[src/rtl/display_pkg.sv]
// Shared definitions for the multiplexed seven-segment display scanner.
// Contents: the 6-bit display code type, glyph code constants, segment pattern
// constants and a hex-to-segment helper. Segment bit order is {g,f,e,d,c,b,a};
// the decimal point is added by the decoder as bit 7.
package display_pkg;

  // Bit 5: decimal point, bits [4:0]: glyph.
  typedef logic [5:0] display_code_t;

  localparam int unsigned NumDigits = 8;

  localparam logic [4:0] GLYPH_BLANK      = 5'd16;
  localparam logic [4:0] GLYPH_DASH       = 5'd17;
  localparam logic [4:0] GLYPH_UNDERSCORE = 5'd18;

  localparam logic [6:0] SEG_OFF        = 7'h00;
  localparam logic [6:0] SEG_DASH       = 7'h40;
  localparam logic [6:0] SEG_UNDERSCORE = 7'h08;

  localparam logic [7:0] DIGIT_SEL_NONE = 8'hFF;

  function automatic logic [6:0] hex_segments(input logic [3:0] value);
    logic [6:0] seg;
    unique case (value)
      4'h0: seg = 7'h3F;
      4'h1: seg = 7'h06;
      4'h2: seg = 7'h5B;
      4'h3: seg = 7'h4F;
      4'h4: seg = 7'h66;
      4'h5: seg = 7'h6D;
      4'h6: seg = 7'h7D;
      4'h7: seg = 7'h07;
      4'h8: seg = 7'h7F;
      4'h9: seg = 7'h6F;
      4'hA: seg = 7'h77;
      4'hB: seg = 7'h7C;
      4'hC: seg = 7'h39;
      4'hD: seg = 7'h5E;
      4'hE: seg = 7'h79;
      default: seg = 7'h71;
    endcase
    return seg;
  endfunction

endpackage

[src/rtl/segment_decoder.sv]
// Combinational display-code to segment decoder.
// Ports:
//   code    - 6-bit display code (bit 5 = decimal point, bits [4:0] = glyph)
//   segment - active-high segments {dp,g,f,e,d,c,b,a}
// Glyphs 0-15 are hex digits, 17 is '-', 18 is '_', everything else is blank.
module segment_decoder
  import display_pkg::*;
(
  input  display_code_t code,
  output logic [7:0]    segment
);

  logic [4:0] glyph;
  logic [6:0] glyph_seg;

  always_comb begin
    glyph     = code[4:0];
    glyph_seg = SEG_OFF;
    if (glyph[4] == 1'b0) begin
      glyph_seg = hex_segments(glyph[3:0]);
    end else if (glyph == GLYPH_DASH) begin
      glyph_seg = SEG_DASH;
    end else if (glyph == GLYPH_UNDERSCORE) begin
      glyph_seg = SEG_UNDERSCORE;
    end
    segment = {code[5], glyph_seg};
  end

endmodule

[src/rtl/display_scanner.sv]
// Eight-digit multiplexed seven-segment display scanner.
// Latches one frame of digit codes at the start of each frame and scans the
// digits one slot at a time, with a dark guard interval at the start of every
// slot to suppress ghosting. All outputs are registered.
// Ports:
//   clock, reset   - system clock, asynchronous active-high reset
//   display_code   - per-digit codes, index 0 is the rightmost digit
//   blink_mask     - digits to blink (only with DISPLAY_SCANNER_BLINK_EN)
//   digit_select   - active-low one-hot digit enable
//   segment        - active-high {dp,g,f,e,d,c,b,a}
//   frame_tick     - one-cycle pulse in the cycle after each shadow load
// Optional feature: define DISPLAY_SCANNER_BLINK_EN to add blinking.
module display_scanner
  import display_pkg::*;
#(
  parameter int unsigned scan_divider = 1000,
  parameter int unsigned blank_cycles = 16,
  parameter int unsigned blink_frames = 64
) (
  input  logic            clock,
  input  logic            reset,
  input  logic [7:0][5:0] display_code,
`ifdef DISPLAY_SCANNER_BLINK_EN
  input  logic [7:0]      blink_mask,
`endif
  output logic [7:0]      digit_select,
  output logic [7:0]      segment,
  output logic            frame_tick
);

  localparam int unsigned PreW = (scan_divider > 1) ? $clog2(scan_divider) : 1;
  localparam logic [PreW-1:0] PreMax   = PreW'(scan_divider - 1);
  localparam logic [PreW-1:0] BlankLim = PreW'(blank_cycles);

  logic [PreW-1:0]       prescaler_q, prescaler_d;
  logic [2:0]            index_q, index_d;
  logic [7:0][5:0]       shadow_q, shadow_d;
  logic [7:0]            digit_select_q, digit_select_d;
  logic [7:0]            segment_q, segment_d;
  logic                  frame_tick_q, frame_tick_d;

  logic                  load;
  logic                  dark;
  logic [7:0]            dec_seg;

  assign load = (index_q == 3'd0) && (prescaler_q == '0);
  assign dark = prescaler_q < BlankLim;

  segment_decoder u_segment_decoder (
    .code    (shadow_q[index_q]),
    .segment (dec_seg)
  );

  // Scan counters and frame shadow.
  always_comb begin
    prescaler_d = prescaler_q + PreW'(1);
    index_d     = index_q;
    if (prescaler_q == PreMax) begin
      prescaler_d = '0;
      index_d     = index_q + 3'd1;
    end
    shadow_d = shadow_q;
    if (load) begin
      shadow_d = display_code;
    end
  end

`ifdef DISPLAY_SCANNER_BLINK_EN
  localparam int unsigned FrW = (blink_frames > 1) ? $clog2(blink_frames) : 1;
  localparam logic [FrW-1:0] FrMax = FrW'(blink_frames - 1);

  logic [FrW-1:0] frame_cnt_q, frame_cnt_d;
  logic [7:0]     mask_q, mask_d;
  logic           phase_on_q, phase_on_d;

  always_comb begin
    frame_cnt_d = frame_cnt_q;
    mask_d      = mask_q;
    phase_on_d  = phase_on_q;
    if (load) begin
      mask_d = blink_mask;
      if (frame_cnt_q == FrMax) begin
        frame_cnt_d = '0;
        phase_on_d  = ~phase_on_q;
      end else begin
        frame_cnt_d = frame_cnt_q + FrW'(1);
      end
    end
  end

  always_ff @(posedge clock or posedge reset) begin
    if (reset) begin
      frame_cnt_q <= '0;
      mask_q      <= '0;
      phase_on_q  <= 1'b1;
    end else begin
      frame_cnt_q <= frame_cnt_d;
      mask_q      <= mask_d;
      phase_on_q  <= phase_on_d;
    end
  end
`endif

  // Output registers: computed from the pre-edge state, so pins lag state by one cycle.
  always_comb begin
    frame_tick_d = load;
    if (dark) begin
      digit_select_d = DIGIT_SEL_NONE;
      segment_d      = 8'h00;
    end else begin
      digit_select_d = ~(8'b1 << index_q);
      segment_d      = dec_seg;
`ifdef DISPLAY_SCANNER_BLINK_EN
      // Blinked digits stay selected but show no segments.
      if (!phase_on_q && mask_q[index_q]) begin
        segment_d = 8'h00;
      end
`endif
    end
  end

  always_ff @(posedge clock or posedge reset) begin
    if (reset) begin
      prescaler_q    <= '0;
      index_q        <= 3'd0;
      shadow_q       <= {NumDigits{1'b0, GLYPH_BLANK}};
      digit_select_q <= DIGIT_SEL_NONE;
      segment_q      <= 8'h00;
      frame_tick_q   <= 1'b0;
    end else begin
      prescaler_q    <= prescaler_d;
      index_q        <= index_d;
      shadow_q       <= shadow_d;
      digit_select_q <= digit_select_d;
      segment_q      <= segment_d;
      frame_tick_q   <= frame_tick_d;
    end
  end

  assign digit_select = digit_select_q;
  assign segment      = segment_q;
  assign frame_tick   = frame_tick_q;

endmodule

[config.mk]
export PLATFORM = sky130hd
export DESIGN_NAME = display_scanner
export DESIGN_NICKNAME = d
export VERILOG_FILES = /design/src/rtl/display_pkg.sv /design/src/rtl/segment_decoder.sv /design/src/rtl/display_scanner.sv
export SDC_FILE = /design/constraint.sdc
export NUM_CORES = 1
export LEC_CHECK = 0
export CAP_MARGIN = 20
export CORE_MARGIN = 2
export CORE_UTILIZATION = 47
export CTS_BUF_LIST = sky130_fd_sc_hd__clkbuf_8
export CTS_CLUSTER_SIZE = 30
export DETAILED_ROUTE_END_ITERATION = 10
export HOLD_SLACK_MARGIN = 0.03
export PLACE_DENSITY = 0.76
export SETUP_SLACK_MARGIN = 0.15
export SLEW_MARGIN = 20
export SYNTH_ARGS = -nofsm -noshare
export SYNTH_HDL_FRONTEND = slang
export SYNTH_SLANG_ARGS = --single-unit
export TNS_END_PERCENT = 30
[constraint.sdc]
create_clock -name clock -period 2.4 [get_ports clock]
set_input_delay 0.36 -clock clock [delete_from_list [all_inputs] [get_ports clock]]
set_output_delay 0.36 -clock clock [all_outputs]
set_load 0.005 [all_outputs]
## Word level (Yosys, flattened, before mapping)

Memories as Yosys holds them, arrays and structs flattened.
Index checks and enable logic that the tools add are counted.

- Bits in registers: 78
- ROM bits: 112
- Output and inout bits: 17
- Word-level logic and storage cells: 34
- Memories: 1

- Add/subtract/negate cells: 2
- Magnitude comparators: 2
- Equal/unequal tests: 3
- Shift-type cells: 1
- Mux-type cells: 8
- Bitwise gates (word level): 1
- Reduce and logical (&&, ||, !) cells: 3

Memory list:

| memory | depth | bits a word | rd ports | clocked after memory_dff | wr ports | RTL line | RTL |
|---|---|---|---|---|---|---|---|
| (name not given) | 16 | 7 | 1 | 0 | 0 | display_pkg.sv:24 | `unique case (value)` |

Operator list:

| cell | count |
|---|---|
| 6-bit binary-select mux with 3-bit select | 1 |
| 8-bit 2-to-1 mux | 2 |
| 7-bit 2-to-1 mux | 2 |
| 10-bit by 1-bit adder with 10-bit output (second input constant) | 1 |
| 10-bit == test (second input constant) | 1 |
| 5-bit == test (second input constant) | 2 |
| 10-bit zero test | 1 |
| 10-bit by 5-bit less-than comparator with 1-bit output (second input constant) | 1 |
| 10-bit 2-to-1 mux | 1 |
| 8-bit NOT | 1 |
| 1-bit by 3-bit left shift with 8-bit output (first input constant) | 1 |
| 6-bit 2-to-1 mux | 1 |
| 3-bit by 4-bit less-than comparator with 1-bit output (second input constant) | 1 |
| 4-bit 2-to-1 mux | 1 |
| 3-bit by 1-bit adder with 3-bit output (second input constant) | 1 |
| 3-bit zero test | 1 |
| 1-bit logical AND | 1 |

## Depth between registers and ports, before layout

- Depth in word-level cells: 7
- Mapped depth: 10
- Gate-level depth less buffers: 8

## Modules after synthesis

From an unflattened synthesis, not the netlist that was laid out.

- Cell total of the unflattened synthesis: 283
- Area total of the unflattened synthesis: 3744.8 µm²

Modules (own cells, without submodules):

| module | instances | cells an instance | area an instance (µm²) | sequential area each (µm²) |
|---|---|---|---|---|
| display_scanner | 1 | 245 | 3454.6 | 1971.9 |
| segment_decoder | 1 | 38 | 290.3 | 0.0 |

## Least setup slack after synthesis

No wires, ideal clock.

- Path type: register -> register
- Start point: register index_q[2]
- End point: register segment_q[3], in the netlist segment[3]
- Library setup time: 0.146 ns
- Arrival: 2.184 ns
- Path slack: 0.070 ns
- Stages on the path, launching flop included: 11
- Path buffers: 2
- Clock period less this slack: 2.330 ns
- Path through: dfrtp_1 clkbuf_1 clkbuf_1 mux4_2 mux2_2 inv_1 ha_1 inv_1 mux2i_1 mux2i_1 o32ai_2

- Word-level cells in the longest chain between the ends: 7
- Elaborated cells on any way between the ends: 9

Ends and longest elaborated chain:

| what | RTL line | RTL |
|---|---|---|
| start: declaration | display_scanner.sv:36 | `logic [2:0] index_q, index_d;` |
| start signal: assignment | display_scanner.sv:132 | `index_q <= index_d;` |
| 6-bit binary-select mux with 3-bit select (*) | display_scanner.sv:50 | `.code (shadow_q[index_q]),` |
| 6-bit 2-to-1 mux (implied by the code) (*) | display_scanner.sv:50 |  |
| branches (longest 3 deep; another with memory read 16 x 7 bit) | n/a |  |
| 7-bit 2-to-1 mux (*) | segment_decoder.sv:19 | `if (glyph[4] == 1'b0) begin` |
| 8-bit 2-to-1 mux (*) | display_scanner.sv:107 | `if (dark) begin` |
| net segment_d[3] | display_scanner.sv:39 | `logic [7:0] segment_q, segment_d;` |
| end signal: assignment | display_scanner.sv:135 | `segment_q <= segment_d;` |
| end: declaration | display_scanner.sv:39 |  |

Mark *: on every way through the listed nets, which the timed path passes. The select of a mux whose other input is x is not followed.
A chain may end at the register's enable or synchronous reset.

## Final worst setup path

- Start point: register index_q[0]
- End point: register segment_q[3], in the netlist segment[3]

Same word-level chain as after synthesis.

==> reports/metrics.yaml <==
grt_pass1_vias: 2378
n_antenna_cell: 0
ios: 67
maxCapViolCount: 0
final_cells: 452
routabilityCongestion: 0.804
final_cell_mix: "clkdlybuf4s50_1, dfrtp_1, mux2_2, dfstp_2, nor2_1"
grt_first_pass_wirelength_mm: 11.7
min_path_type: "input port to async pin"
fin_crit_ns: 2.17
outcome: "complete, no violations"
fin_hold_ws_ns: 0.371
ctsHoldBuffers: 0
hold_viol_final: 0
synth_seq_area_share_pct: 54.0
pwr_density_cell_nw_per_um2: 545
nets: 409
rsz0062_at_grt: "true"
hpwl_mm: 4.97
r2r.worst_path.cells: 6
cts-root-buf: "clkbuf_8"
tritoncts: "yes"
grt_max_degree: 60
cts.sinks: 78
worstReg2RegStart: "index_q[0]"
dieHeight_um: 92.2
finalPower_mw: 2.58
crit_chain: "buf_6 > mux4_2 > mux2i_4 > nand2_2 > or4_4 > o32ai_2"
tightest_slew_ns: 0.607
crit_path_end_kind: "register"
syn_area_per_cell_um2: 13.8
grt_overflow: 0
ys_warn_count: 0
layout-area-overhead-vs-synth_pct: 29.5
p_leak_nw: 1.99
ys_async_sr_fraction_pct: 100
ys.flop_type: "dfrtp_1"
max_freq_mhz: 461
arrival_ns: 2.42
period_share_pct: 90.3
h-tree-depth: 3
path_class: "register to register"
synth_edf_count: 0
clkTransAtPathRegs_ns: 0.08
finClkSkew_ns: 0.00967
drt_iter0_markers: 71
postLayoutCellArea_um2: 4730
crit_fanout: 6
crit_slowest_cell: "mux4_2"
cts_buffers: 9
final_common_cell: "clkdlybuf4s50_1"
core_um2: 7650
dieArea_um2: 8490
ys_types: 36
critPathTopFamily: "multiplexers"
fp-row-count: 32
wl_mm: 6.94
initial_core_util_pct: 47.8
cts_max_path_buffers: 2
tns_ns: 0
drtAntennaViolNets: 0
path_buf_inv: 1
antenna_found_initial: 0
synthCells: 265
worstPathRequired_ns: 2.66
route.detailed.drc: 0
layout-drive-gt1-share_pct: 33.7
portBuffers: 66
slew_headroom_pct: 59.5
dp.cells: 431
reg2reg_to: "segment[3]"
viasPerCell: 5.21
rrSetupSlack_ns: 0.23
synth-seq-cells: 78
grtUsageTotal_pct: 18.0
clk_latency_ns: 0.35
vias: 2356
wire_per_inst_um: 15.4
dr.pass1.iters: 4
vdd_drop_max_mv: 0.330
startpoint_type: "register"
critPathMaxStageDelay_ns: 0.54
drv_slew: 0
syn_area_um2: 3650
place_area_um2: 4480
setup_violations: 0
fp.dieW_um: 92.2
synth_fp_nets: 329
[worst max-delay path by stage]
stage | from | to | slack, ns | cells after the start
floorplan | index_q[1] | shadow_q[36] | 0.1 | 7
global placement | index_q[0] | segment[3] | 0.17 | 8
detailed placement | index_q[0] | segment[3] | 0.07 | 8
CTS | index_q[0] | segment[3] | 0.16 | 9
global route | index_q[0] | segment[6] | 0.12 | 7
finish | index_q[0] | segment[3] | 0.23 | 6
[cells in the mapped netlist, types with 5 or more instances]
cell      number  share of area, %
a21oi_1        6              0.82
clkbuf_1       6              0.62
dfrtp_1       62                42
dfstp_2       16                12
ha_1          14               4.8
inv_1         13               1.3
mux2_2        51                16
mux4_1         7               5.0
mux4_2         5               3.1
nand2_1       13               1.3
nand3_1        8               1.1
nor2_1        14               1.4
nor3_1         6              0.82
xnor2_1        6               1.4
[area by class of cell]
class                   count  area (µm²)
fillers                   597        2920
flip-flops and latches     78        1970
multi-input cells         162        1600
repair buffers             80         786
well taps                 102         128
clock buffers               9         124
inverters                  14        61.3
clock inverters             7        60.1
[kinds of logic (layout without fill, tap and decap cells)]
logic type	after synthesis	after routing	synth area share [%]
AOI/OAI and AO/OA	18	18	3.32
adders and majority gates	14	14	4.79
xor gates and xnor gates	8	8	1.92
and+or+nand+nor	53	53	7.06
muxes	69	69	26.2
DFF	78	78	54.0
buffers and inverters	25	110	2.77
[power by group]
part / switching [mW] / leakage [nW] / internal [mW]
clock: 0.456 / 0.101 / 0.467
sequential: 0.0253 / 0.914 / 1.37
combinational: 0.0940 / 0.970 / 0.165
total: 0.575 / 1.99 / 2.00
[layer usage]
metal	routed length, µm	global-route usage (%)
met3	295	4.19
met1	3240	24.5
met5	0	0
met2	3260	28.2
met4	141	7.09
[state kept, by name, indices dropped and copies added (netlist names)]
name,count
segment,8
digit_select,8
prescaler_q,10
index_q,3
frame_tick,1
shadow_q,48
[through the flow]
stage	util (%)	worst slack, ns
after floorplan	-	0.0975
after global placement	58.6	0.169
after detailed placement	58.6	0.0692
after CTS	61.0	0.162
after global routing	61.8	0.123
final	61.8	0.233
[worst reg2reg max path, delay by kind of cell (launching register included)]
kind,cells,cell delay [ns]
flip-flops,1,0.38
AO/OA/AOI/OAI,1,0.20
AND/OR/NAND/NOR,2,0.62
buffers and inverters,1,0.15
multiplexers,2,0.73
[repair_timing]
item | CTS | global route
endpoints found under the hold margin | 0 | 0
setup endpoints to repair | 4 | 5
setup buffers | 0 | 5
gates resized for setup | 7 | 10
(Power assumes the default switching activity.)
